$ cat src/rtl/vga_timing_driver.sv
// vga_timing_driver
//   VGA raster engine driving an ADV7123-style DAC directly. Generates
//   programmable H/V timing from a system clock divided by DIV, requests
//   pixels from an upstream source with a one-clock ready pulse, expands
//   COLOR_W-bit channels to 8 bits and flags sticky pixel underflow.
//
// Ports
//   ul1Clock, ul1Reset        system clock, asynchronous active-high reset
//   ul1Enable                 run raster; low holds everything at reset values
//   ulPixData, ul1PixValid    {R,G,B} pixel from the frame source and its valid
//   ul1PixReady               one-clock request for the pixel at ulHCount/ulVCount
//   ulHCount, ulVCount        raster position evaluated this clock
//   ul1FrameStart             one-clock pulse on the tick of pixel (0,0)
//   ul1Underflow, ul1UnderflowClr  sticky underflow flag and its clear
//   ul1VgaClock               DAC pixel clock (rises mid-pixel)
//   ul8VgaRed/Green/Blue      DAC colour data
//   ul1VgaBlank_n             low outside the active area
//   ul1VgaHSync, ul1VgaVSync  syncs with HS_POL / VS_POL active level
//   ul1VgaSync_n              composite sync, unused and held high
module vga_timing_driver #(
  parameter int H_ACTIVE = 640,
  parameter int H_FP     = 16,
  parameter int H_SYNC   = 96,
  parameter int H_BP     = 48,
  parameter int V_ACTIVE = 480,
  parameter int V_FP     = 10,
  parameter int V_SYNC   = 2,
  parameter int V_BP     = 33,
  parameter bit HS_POL   = 1'b0,
  parameter bit VS_POL   = 1'b0,
  parameter int COLOR_W  = 8,
  parameter int DIV      = 2,
  parameter int CNT_W    = 12
) (
  input  logic                   ul1Clock,
  input  logic                   ul1Reset,
  input  logic                   ul1Enable,
  input  logic [3*COLOR_W-1:0]   ulPixData,
  input  logic                   ul1PixValid,
  output logic                   ul1PixReady,
  output logic [CNT_W-1:0]       ulHCount,
  output logic [CNT_W-1:0]       ulVCount,
  output logic                   ul1FrameStart,
  output logic                   ul1Underflow,
  input  logic                   ul1UnderflowClr,
  output logic                   ul1VgaClock,
  output logic [7:0]             ul8VgaRed,
  output logic [7:0]             ul8VgaGreen,
  output logic [7:0]             ul8VgaBlue,
  output logic                   ul1VgaBlank_n,
  output logic                   ul1VgaHSync,
  output logic                   ul1VgaVSync,
  output logic                   ul1VgaSync_n
);

  localparam int H_TOTAL = H_ACTIVE + H_FP + H_SYNC + H_BP;
  localparam int V_TOTAL = V_ACTIVE + V_FP + V_SYNC + V_BP;
  localparam int DIV_W   = $clog2(DIV);

  localparam logic [CNT_W-1:0] H_LAST   = CNT_W'(H_TOTAL - 1);
  localparam logic [CNT_W-1:0] H_ACT    = CNT_W'(H_ACTIVE);
  localparam logic [CNT_W-1:0] H_SYNC_S = CNT_W'(H_ACTIVE + H_FP);
  localparam logic [CNT_W-1:0] H_SYNC_E = CNT_W'(H_ACTIVE + H_FP + H_SYNC);
  localparam logic [CNT_W-1:0] V_LAST   = CNT_W'(V_TOTAL - 1);
  localparam logic [CNT_W-1:0] V_ACT    = CNT_W'(V_ACTIVE);
  localparam logic [CNT_W-1:0] V_SYNC_S = CNT_W'(V_ACTIVE + V_FP);
  localparam logic [CNT_W-1:0] V_SYNC_E = CNT_W'(V_ACTIVE + V_FP + V_SYNC);
  localparam logic [DIV_W-1:0] DIV_LAST = DIV_W'(DIV - 1);
  localparam logic [DIV_W-1:0] DIV_HALF = DIV_W'(DIV / 2);

  // Repeat the channel pattern MSB-first and keep the top 8 bits, so full
  // scale maps to 8'hFF and zero to 8'h00 for any width.
  function automatic logic [7:0] expand(input logic [COLOR_W-1:0] c);
    logic [7:0] r;
    r = '0;
    for (int i = 0; i < 8; i++) begin
      r[7-i] = c[COLOR_W-1-(i % COLOR_W)];
    end
    return r;
  endfunction

  logic [DIV_W-1:0] div_p0;
  logic [CNT_W-1:0] h_p0;
  logic [CNT_W-1:0] v_p0;
  logic             tick_p0;
  logic             active_p0;
  logic             hs_on_p0;
  logic             vs_on_p0;
  logic             take_p0;

  logic [7:0]       red_p1;
  logic [7:0]       green_p1;
  logic [7:0]       blue_p1;
  logic             blank_n_p1;
  logic             hsync_p1;
  logic             vsync_p1;
  logic             vga_clk_p1;
  logic             underflow;

  // Stage 0: raster position and tick decode (combinational from counters).
  // Reset is folded into the tick so the request/frame pulses are quiet
  // while reset is held, even with enable high.
  assign tick_p0   = ul1Enable && !ul1Reset && (div_p0 == '0);
  assign active_p0 = (h_p0 < H_ACT) && (v_p0 < V_ACT);
  assign hs_on_p0  = (h_p0 >= H_SYNC_S) && (h_p0 < H_SYNC_E);
  assign vs_on_p0  = (v_p0 >= V_SYNC_S) && (v_p0 < V_SYNC_E);
  assign take_p0   = tick_p0 && active_p0;

  assign ul1PixReady   = take_p0;
  assign ul1FrameStart = tick_p0 && (h_p0 == '0) && (v_p0 == '0);
  assign ulHCount      = h_p0;
  assign ulVCount      = v_p0;

  always_ff @(posedge ul1Clock or posedge ul1Reset) begin
    if (ul1Reset) begin
      div_p0 <= '0;
      h_p0   <= '0;
      v_p0   <= '0;
    end else if (!ul1Enable) begin
      div_p0 <= '0;
      h_p0   <= '0;
      v_p0   <= '0;
    end else begin
      div_p0 <= (div_p0 == DIV_LAST) ? '0 : div_p0 + 1'b1;
      if (tick_p0) begin
        if (h_p0 == H_LAST) begin
          h_p0 <= '0;
          v_p0 <= (v_p0 == V_LAST) ? '0 : v_p0 + 1'b1;
        end else begin
          h_p0 <= h_p0 + 1'b1;
        end
      end
    end
  end

  // Sticky underflow survives disable; a new underflow beats a clear.
  always_ff @(posedge ul1Clock or posedge ul1Reset) begin
    if (ul1Reset) begin
      underflow <= 1'b0;
    end else if (take_p0 && !ul1PixValid) begin
      underflow <= 1'b1;
    end else if (ul1UnderflowClr) begin
      underflow <= 1'b0;
    end
  end

  // Stage 1: DAC output registers, loaded on the edge ending each tick and
  // held for DIV clocks. The pixel clock falls on that edge and rises
  // DIV/2 clocks later so the DAC samples in the middle of the pixel.
  always_ff @(posedge ul1Clock or posedge ul1Reset) begin
    if (ul1Reset) begin
      red_p1     <= 8'h00;
      green_p1   <= 8'h00;
      blue_p1    <= 8'h00;
      blank_n_p1 <= 1'b0;
      hsync_p1   <= ~HS_POL;
      vsync_p1   <= ~VS_POL;
      vga_clk_p1 <= 1'b0;
    end else if (!ul1Enable) begin
      red_p1     <= 8'h00;
      green_p1   <= 8'h00;
      blue_p1    <= 8'h00;
      blank_n_p1 <= 1'b0;
      hsync_p1   <= ~HS_POL;
      vsync_p1   <= ~VS_POL;
      vga_clk_p1 <= 1'b0;
    end else begin
      if (tick_p0) begin
        red_p1     <= (take_p0 && ul1PixValid) ? expand(ulPixData[3*COLOR_W-1 -: COLOR_W]) : 8'h00;
        green_p1   <= (take_p0 && ul1PixValid) ? expand(ulPixData[2*COLOR_W-1 -: COLOR_W]) : 8'h00;
        blue_p1    <= (take_p0 && ul1PixValid) ? expand(ulPixData[COLOR_W-1:0])           : 8'h00;
        blank_n_p1 <= active_p0;
        hsync_p1   <= hs_on_p0 ? HS_POL : ~HS_POL;
        vsync_p1   <= vs_on_p0 ? VS_POL : ~VS_POL;
        vga_clk_p1 <= 1'b0;
      end else if (div_p0 == DIV_HALF) begin
        vga_clk_p1 <= 1'b1;
      end
    end
  end

  assign ul8VgaRed     = red_p1;
  assign ul8VgaGreen   = green_p1;
  assign ul8VgaBlue    = blue_p1;
  assign ul1VgaBlank_n = blank_n_p1;
  assign ul1VgaHSync   = hsync_p1;
  assign ul1VgaVSync   = vsync_p1;
  assign ul1VgaClock   = vga_clk_p1;
  assign ul1VgaSync_n  = 1'b1;
  assign ul1Underflow  = underflow;

endmodule

$ cat config.mk
export PLATFORM = sky130hd
export DESIGN_NAME = vga_timing_driver
export DESIGN_NICKNAME = d
export VERILOG_FILES = /design/src/rtl/vga_timing_driver.sv
export SDC_FILE = /design/constraint.sdc
export NUM_CORES = 1
export LEC_CHECK = 0
export BUFFER_PORTS_ARGS = -buffer_cell sky130_fd_sc_hd__buf_2
export CORE_AREA = 2 2 76 78
export DETAILED_ROUTE_END_ITERATION = 10
export DIE_AREA = 0 0 78 80
export GPL_TIMING_DRIVEN = 0
export PLACE_DENSITY = 0.76
export SYNTH_ARGS = -nofsm -noshare
export SYNTH_HDL_FRONTEND = slang
export SYNTH_SLANG_ARGS = --single-unit
$ cat constraint.sdc
create_clock -name ul1Clock -period 5.17 [get_ports ul1Clock]
set_input_delay 1.034 -clock ul1Clock [delete_from_list [all_inputs] [get_ports ul1Clock]]
set_output_delay 1.034 -clock ul1Clock [all_outputs]
set_load 0.05 [all_outputs]
==> run_results.csv, run 1 <==
group,metric,value,unit
final_layout,fin_area,3190,um^2
floorplan,die_w,78,um
global_route,grt_start_max_net_pins,44,
timing,max_clock_freq,0.275,GHz
pwr,cellPowerDensity,258,nW/um^2
routing,vias,2268,
synth,synthArstFlopShare,1.00,
placement,hpwlAfterDp,4.64,mm
synth,synthFlopType,"dfrtp_1",
timing,finalWorstSetupSlack,1530,ps
synth,ys_seq_area_frac,0.527,
clock_tree,cts_tree,"yes",
worst_setup_path,worst_setup_path_end_kind,"primary output",
final_layout,multi_input_comb_area,1110,um^2
clock_tree,post_cts_resized,0,
floorplan,die_area,6240,um^2
synth,syn_inst,243,
worst_setup_path,required,4140,ps
final_layout,antenna_cells,0,
global_route,globalRoute.totalOverflow,0,
routing,wl_per_cell,15.8,um
timing,setup_viol,0,
pwr,ir_worst_vdd,161,uV
worst_hold_path,hp-class,"reg -> reg",
synth,synth-edff-count,0,
final_layout,syn2layout_area_growth,24.1,%
synth,ys_ff_latch,54,
routing,wl,6.43,mm
timing,period_needed,3640,ps
clock_tree,numClockSinks,54,
clock_tree,cts_made_buffers,5,
pwr,p_leak,1.59,nW
clock_tree,holdBufCountCts,0,
clock_tree,htreeDepth,2,
pwr,total_power,822,uW
timing,max_slew.worst_pin.slew,882,ps
global_route,antenna_found_initial,0,
final_layout,fin_nets,366,
final_layout,layoutNonFillerInstCount,406,
worst_setup_path,crit_arrival,2600,ps
floorplan,initial_core_util,0.475,
final_layout,layout-drive-gt1-share,0.311,
job,cap_violations,0,
global_route,grt_pass1_vias,2146,
placement,pre_cts_slack,1570,ps
final_layout,seqCellArea,1350,um^2
routing,antenna_left,0,
routing,drtIter0Drc,85,
clock_tree,clockBufferDepth,2,
worst_setup_path,cp-start-kind,"input pin",
synth,synthDistinctLibCells,47,
worst_setup_path,criticalPathCategory,"in -> out",
synth,yosys_warnings,0,
final_layout,fillerInstances,464,
placement,placedInstanceArea,3090,um^2
clock_tree,root_buffer,"clkbuf_8",
floorplan,num_io_pins,85,
global_route,grt_pass1_wl,10.4,mm
global_route,grt_util_all_layers,0.210,
timing,tns,0,ps
synth,syn-num-nets,276,
floorplan,rows,27,
final_layout,mostFrequentLayoutCells,"buf_2, dfrtp_1, a22o_1",
timing,finalMaxSlewViolations,0,
timing,relSlewSlack,0.405,
synth,syn_avg_cell_area,10.6,um^2
final_layout,final_common_cell,"buf_2",
synth,netlist_area,2570,um^2
routing,dr.pass1.iters,4,
outcome,outcome,"complete, no violations",
timing,final_hold_viol_count,0,
placement,dp.cells,398,
worst_setup_path,critPathMaxFanout,6,
floorplan,fp.coreArea,5410,um^2
clock_tree,clk_pin_slew,90,ps
routing,route.detailed.drc,0,
timing,rsz0062_at_grt,"false",
clock_tree,post_cts_buffers,0,
placement,port_buffers,82,
timing,skew,7.87,ps
clock_tree,clock_latency,300,ps
floorplan,die_y,80,um
routing,drt-vias-per-instance,5.59,
placement,place_congestion,0.862,
timing,fin_crit_sh,0.703,
worst max-delay path: stages:
cell     delay [ps]
buf_2           140
nor2_1          350
nand4_1         260
nor4_1          330
and3_1          220
buf_2           270
worst paths after layout:
kind	slack, ps	from	depth (start not counted)	end
worst max-delay path	1530	ul1Reset	6	ul1FrameStart
worst min-delay path	490	ul1VgaBlank_n	2	ul1VgaBlank_n
worst max register to register	2740	ulHCount[8]	5	ulVCount[7]
worst min register to register	490	ul1VgaBlank_n	2	ul1VgaBlank_n
max in group asynchronous	3910	ul1Reset	3	ul1VgaVSync
min in group asynchronous	700	ul1Reset	2	ulHCount[0]
through the flow:
step	hold WS, ps	utilization
2_1_floorplan	483	-
3_3_place_gp	465	0.568
3_5_place_dp	469	0.572
4_1_cts	493	0.590
5_1_grt	526	0.590
6_report	491	0.590
synthesized netlist by cell type, types with 2 or more instances:
master	count	area share
ha_1	4	0.019
or3_1	4	0.0097
dfstp_2	2	0.020
nand4_1	15	0.037
nor4_1	2	0.0049
a31oi_1	6	0.015
or4b_2	2	0.0078
and3_1	6	0.015
o211ai_1	2	0.0058
xor2_1	7	0.024
nor2_1	19	0.028
clkbuf_1	13	0.019
nor3_1	4	0.0078
nand2_1	9	0.013
o21ai_0	8	0.016
inv_1	10	0.015
o31ai_1	2	0.0058
buf_4	2	0.0058
and4_1	2	0.0068
a22o_1	24	0.082
nand3_1	8	0.016
a21oi_1	7	0.014
dfrtp_1	52	0.51
and2_1	3	0.0073
nand4b_1	4	0.014
xnor2_1	2	0.0068
nand3b_1	3	0.0088
or4_1	2	0.0058
sequential cells by signal, indices dropped and copies added (netlist names):
| name | cells |
|---|---|
| ulHCount | 12 |
| ulVCount | 12 |
| ul8VgaBlue | 8 |
| ul8VgaGreen | 8 |
| ul8VgaRed | 8 |
| div_p0 | 1 |
| ul1Underflow | 1 |
| ul1VgaBlank_n | 1 |
| ul1VgaClock | 1 |
| ul1VgaHSync | 1 |
| ul1VgaVSync | 1 |
kinds of logic (layout without fill, tap and decap cells):
| group | Yosys count | count (layout) | share of synthesized area |
|---|---|---|---|
| DFF | 54 | 54 | 0.527 |
| buffers and inverters | 26 | 117 | 0.0409 |
| other | 1 | 1 | 0.00146 |
| and+or+nand+nor | 92 | 92 | 0.216 |
| AOI/OAI and AO/OA | 57 | 57 | 0.165 |
| adders and majority gates | 4 | 4 | 0.0195 |
| xor gates and xnor gates | 9 | 9 | 0.0307 |
cell type report:
class                      instances  area share
sequential                        54       0.425
multi-input combinational        163       0.348
timing repair buffer              83       0.135
tap                               72      0.0283
clock buffer                       6      0.0259
buffer                            15      0.0200
inverter                          11      0.0130
clock inverter                     2     0.00510
power by group:
group | leakage, nW | internal [mW] | switching [mW]
Clock | 0.0478 | 0.110 | 0.137
Combinational | 0.810 | 0.0360 | 0.0969
Sequential | 0.736 | 0.435 | 0.00730
Total | 1.59 | 0.581 | 0.241
metal layers:
metal / up-vias / GRT usage / wire, um
met2: 81 / 0.343 / 3020
met3: 4 / 0.0328 / 373
met1: 1083 / 0.292 / 2990
li1: 1100 / - / -
met5: - / 0 / 0
met4: 0 / 0.0596 / 45
(Power assumes the default switching activity.)
==> inputs of run 2 (changes only) <==
CORE_AREA = 2 2 79 81   (was 2 2 76 78)
DIE_AREA = 0 0 81 83   (was 0 0 78 80)
PLACE_DENSITY = 0.74   (was 0.76)
clock period = 3 ns   (was 5.17 ns; I/O delays follow)
==> run_results.csv, run 2 (synthesis results as in run 1) <==
group,metric,value,unit
final_layout,mostFrequentLayoutCells,"buf_2, dfrtp_1, a22o_1",
floorplan,die_w,81,um
worst_setup_path,r2r-start,"ulHCount[6]",
pwr,clkPwrFrac,0.304,
timing,relSlewSlack,0.403,
pwr,ir_worst_vdd,173,uV
final_layout,fin_nets,366,
pwr,p_leak,1.59,nW
worst_setup_path,r2r-end,"ulHCount[6]",
routing,drt-vias-per-instance,5.54,
floorplan,die_area,6720,um^2
clock_tree,numClockSinks,54,
timing,rsz0062_at_grt,"false",
clock_tree,holdBufCountCts,0,
clock_tree,root_buffer,"clkbuf_8",
final_layout,syn2layout_area_growth,24.6,%
global_route,grt_util_all_layers,0.190,
timing,finalMaxSlewViolations,0,
job,cap_violations,0,
worst_setup_path,critPathMaxFanout,5,
placement,dp.cells,401,
timing,max_clock_freq,0.351,GHz
outcome,outcome,"complete, no violations",
routing,drtIter0Drc,120,
placement,place_congestion,0.806,
timing,tns,0,ps
final_layout,final_util,0.550,
pwr,swShare,0.296,
worst_hold_path,hp-class,"in -> async",
worst_setup_path,max_stage_delay,610,ps
global_route,grt_pass1_vias,2122,
worst_setup_path,required,2400,ps
routing,route.detailed.drc,0,
timing,finalWorstSetupSlack,152,ps
final_layout,layoutNonFillerInstCount,409,
worst_setup_path,crit_arrival,2250,ps
timing,setup_viol,0,
clock_tree,clk_pin_slew,100,ps
pwr,cellPowerDensity,445,nW/um^2
clock_tree,cts_tree,"yes",
worst_setup_path,critPathTopFamily,"simple AND/OR/NAND/NOR gates",
floorplan,num_io_pins,85,
pwr,intPower,1.00,mW
routing,dr.pass1.iters,4,
pwr,combPwrFrac,0.161,
timing,final_hold_viol_count,0,
routing,vias,2265,
clock_tree,cts_made_buffers,5,
routing,wl,6.40,mm
timing,max_slew.worst_pin.slew,886,ps
global_route,grt_pass1_wl,10.1,mm
placement,port_buffers,82,
routing,antenna_left,0,
routing,wl_per_cell,15.6,um
worst_setup_path,rrSetupSlack,580,ps
floorplan,rows,28,
clock_tree,clock_latency,310,ps
worst_setup_path,cp_cell_sequence,"inv_1, ha_1, or4b_2, nor4_2, and3_1, clkbuf_4",
global_route,grt_start_max_net_pins,32,
floorplan,die_y,83,um
floorplan,fp.coreArea,5820,um^2
worst_setup_path,crit_buf_inv,2,
clock_tree,clockBufferDepth,2,
worst_setup_path,cp-start-kind,"flip-flop",
clock_tree,htreeDepth,2,
worst_setup_path,r2r_cells,4,
global_route,globalRoute.totalOverflow,0,
pwr,power.switching,422,uW
worst_setup_path,criticalPathCategory,"reg -> out",
timing,fin_crit_sh,0.949,
timing,skew,12.1,ps
final_layout,final_common_cell,"buf_2",
timing,period_needed,2850,ps
placement,hpwlAfterDp,4.64,mm
final_layout,antenna_cells,0,
final_layout,layout-drive-gt1-share,0.314,
worst_setup_path,critPathSlowestCell,"or4b_2",
pwr,p_seq_frac,0.535,
global_route,antenna_found_initial,0,
worst_setup_path,worst_setup_path_end_kind,"primary output",
placement,pre_cts_slack,326,ps
floorplan,initial_core_util,0.442,
## run 2: cell type report
class,instances,area (um^2)
buffer,15,63.8
clock buffer,6,82.6
clock inverter,2,16.3
fill,552,2620
inverter,11,41.3
multi-input combinational,163,1120
sequential,54,1350
tap,75,93.8
timing repair buffer,83,433
## run 2: routing by layer
metal  GRT usage  vias to the layer above  wire length [um]
li1            -                     1091                 -
met1       0.253                     1083              2960
met2       0.304                       84              2910
met3      0.0446                        7               442
met4      0.0586                        0                87
met5           0                        -                 0
## run 2: worst max path at each step
stage,startpoint,end,slack [ps],cells after the start
after floorplan,ulHCount[0],ul1FrameStart,270,5
after global placement,ul1Reset,ul1FrameStart,270,6
after detailed placement,ul1Reset,ul1PixReady,330,6
after CTS,ulHCount[0],ul1FrameStart,120,6
after global routing,ulHCount[0],ul1FrameStart,20,6
final,ulHCount[0],ul1FrameStart,150,6
## run 2: stage by stage
stage               area (um^2)  hold slack (ps)  power, mW
finish                     3200              368       1.42
floorplan                  2570              483      0.935
global placement           3070              455      0.998
global route               3200              418       1.49
detailed placement         3090              459       1.00
CTS                        3190              389       1.43
## run 2: power groups by stage
stage	clock network, mW	logic [mW]	registers, mW
floorplan	0	0.0851	0.850
global placement	0	0.223	0.775
detailed placement	0	0.229	0.776
CTS	0.439	0.230	0.761
global route	0.480	0.246	0.764
finish	0.433	0.229	0.761
## run 2: what timing repair did
| item | CTS | global route |
|---|---|---|
| buffers inserted | 0 | 0 |
| resized for setup | 0 | 2 |
| endpoints found under the setup margin | 0 | 1 |
==> inputs of run 3 (changes only) <==
MAX_ROUTING_LAYER = met4   (was not set)
PLACE_DENSITY = 0.76   (was 0.74)
==> run_results.csv, run 3 (synthesis results as in run 1) <==
group,metric,value,unit
routing,wl_per_cell,16.5,um
clock_tree,clock_latency,310,ps
final_layout,fillerInstances,525,
pwr,intPower,1.07,mW
floorplan,die_area,6720,um^2
timing,finalMaxSlewViolations,0,
floorplan,num_io_pins,85,
worst_setup_path,cp_cell_sequence,"inv_1, ha_1, or4b_2, nor4_2, and3_1, clkbuf_4",
global_route,grt_pass1_vias,2094,
routing,drtIter0Drc,143,
placement,dp.cells,401,
routing,vias,2358,
worst_hold_path,hp-class,"in -> async",
routing,route.detailed.drc,0,
floorplan,die_y,83,um
timing,max_clock_freq,0.347,GHz
clock_tree,clockBufferDepth,2,
final_layout,layoutNonFillerInstCount,409,
final_layout,syn2layout_area_growth,25.4,%
timing,relSlewSlack,0.427,
placement,port_buffers,82,
timing,fin_crit_sh,0.961,
worst_setup_path,required,2400,ps
timing,tns,0,ps
job,cap_violations,0,
pwr,combPwrFrac,0.156,
timing,final_hold_viol_count,0,
final_layout,final_common_cell,"buf_2",
clock_tree,clk_pin_slew,100,ps
worst_setup_path,critPathSlowestCell,"or4b_2",
pwr,clkPwrFrac,0.333,
pwr,p_seq_frac,0.511,
global_route,antenna_found_initial,0,
worst_setup_path,crit_arrival,2280,ps
pwr,swShare,0.287,
routing,antenna_left,0,
clock_tree,cts_tree,"yes",
global_route,grt_pass1_wl,10.6,mm
worst_setup_path,critPathMaxFanout,5,
worst_setup_path,cp-start-kind,"flip-flop",
clock_tree,root_buffer,"clkbuf_8",
outcome,outcome,"complete, no violations",
pwr,power.switching,428,uW
global_route,grt_start_max_net_pins,29,
timing,rsz0062_at_grt,"false",
timing,max_slew.worst_pin.slew,849,ps
clock_tree,htreeDepth,2,
placement,place_congestion,0.826,
global_route,grt_util_all_layers,0.206,
routing,dr.pass1.iters,4,
worst_setup_path,max_stage_delay,600,ps
worst_setup_path,criticalPathCategory,"reg -> out",
pwr,p_leak,1.60,nW
floorplan,initial_core_util,0.442,
timing,skew,5.79,ps
global_route,globalRoute.totalOverflow,0,
placement,hpwlAfterDp,4.94,mm
timing,setup_viol,0,
floorplan,die_w,81,um
final_layout,mostFrequentLayoutCells,"buf_2, dfrtp_1, a22o_1",
final_layout,layout-drive-gt1-share,0.317,
clock_tree,cts_made_buffers,5,
final_layout,antenna_cells,0,
floorplan,fp.coreArea,5820,um^2
pwr,cellPowerDensity,464,nW/um^2
clock_tree,post_cts_buffers,0,
final_layout,fin_nets,366,
clock_tree,numClockSinks,54,
floorplan,rows,28,
routing,wl,6.77,mm
timing,period_needed,2880,ps
final_layout,final_util,0.554,
routing,drt-vias-per-instance,5.77,
pwr,ir_worst_vdd,233,uV
worst_setup_path,worst_setup_path_end_kind,"primary output",
-- run 3: cell count changes in the layout (fill, tap and decap cells not counted), sizes merged --
cell	previous run	this run
clkinv	1	2
bufinv	0	1
clkbuf	20	19
clkinvlp	1	0
-- run 3: final cells by class --
cell class	count	area, um^2	share of cell area
flip-flops and latches	54	1350	0.420
multi-input cells	163	1120	0.347
repair buffers	83	433	0.134
well taps	75	93.8	0.0291
clock buffers	5	68.8	0.0214
plain buffers	15	63.8	0.0198
clock inverters	3	47.5	0.0148
inverters	11	41.3	0.0128
-- run 3: power by group through the flow --
stage | Sequential, mW | Clock [mW] | Combinational (mW)
2_1_floorplan | 0.850 | 0 | 0.0851
3_3_place_gp | 0.776 | 0 | 0.223
3_5_place_dp | 0.777 | 0 | 0.231
4_1_cts | 0.762 | 0.512 | 0.232
5_1_grt | 0.766 | 0.549 | 0.249
6_report | 0.762 | 0.498 | 0.233
-- run 3: timing repair --
action                     in CTS  in global routing
hold buffers                    0                  0
setup endpoints to repair       0                  1
gates resized for setup         0                  3
-- run 3: critical path, delay by kind of cell, from the launching register on --
family	cells	cell delay, ps
and+or+nand+nor	3	1040
DFF	1	430
buffers and inverters	2	340
adders and majority gates	1	160
-- run 3: layer usage --
layer,vias up,part of all wire,GRT usage
met5,-,0,-
met4,0,0.012,0.0663
met3,8,0.076,0.0326
met2,117,0.48,0.323
met1,1136,0.43,0.273
li1,1097,-,-
-- run 3: final timing paths --
path | slack (ps) | endpoint | start | cells after the start
worst min register to register | 510 | ul1VgaBlank_n | ul1VgaBlank_n | 2
worst max-delay path | 120 | ul1FrameStart | ulHCount[0] | 6
min in group ul1Clock | 470 | ul1Underflow | ul1UnderflowClr | 2
max in group asynchronous | 1940 | ul1VgaVSync | ul1Reset | 3
worst max register to register | 620 | ulVCount[7] | ulHCount[8] | 5
worst min-delay path | 420 | ul1VgaClock | ul1Reset | 2
-- run 3: per-stage QoR --
step	power, mW	hold slack, ps	cell area [um^2]	worst slack [ps]
CTS	1.51	427	3210	62.3
global route	1.56	460	3220	33.3
global placement	0.998	469	3070	276
detailed placement	1.01	481	3090	285
finish	1.49	423	3220	117
floorplan	0.935	483	2570	272
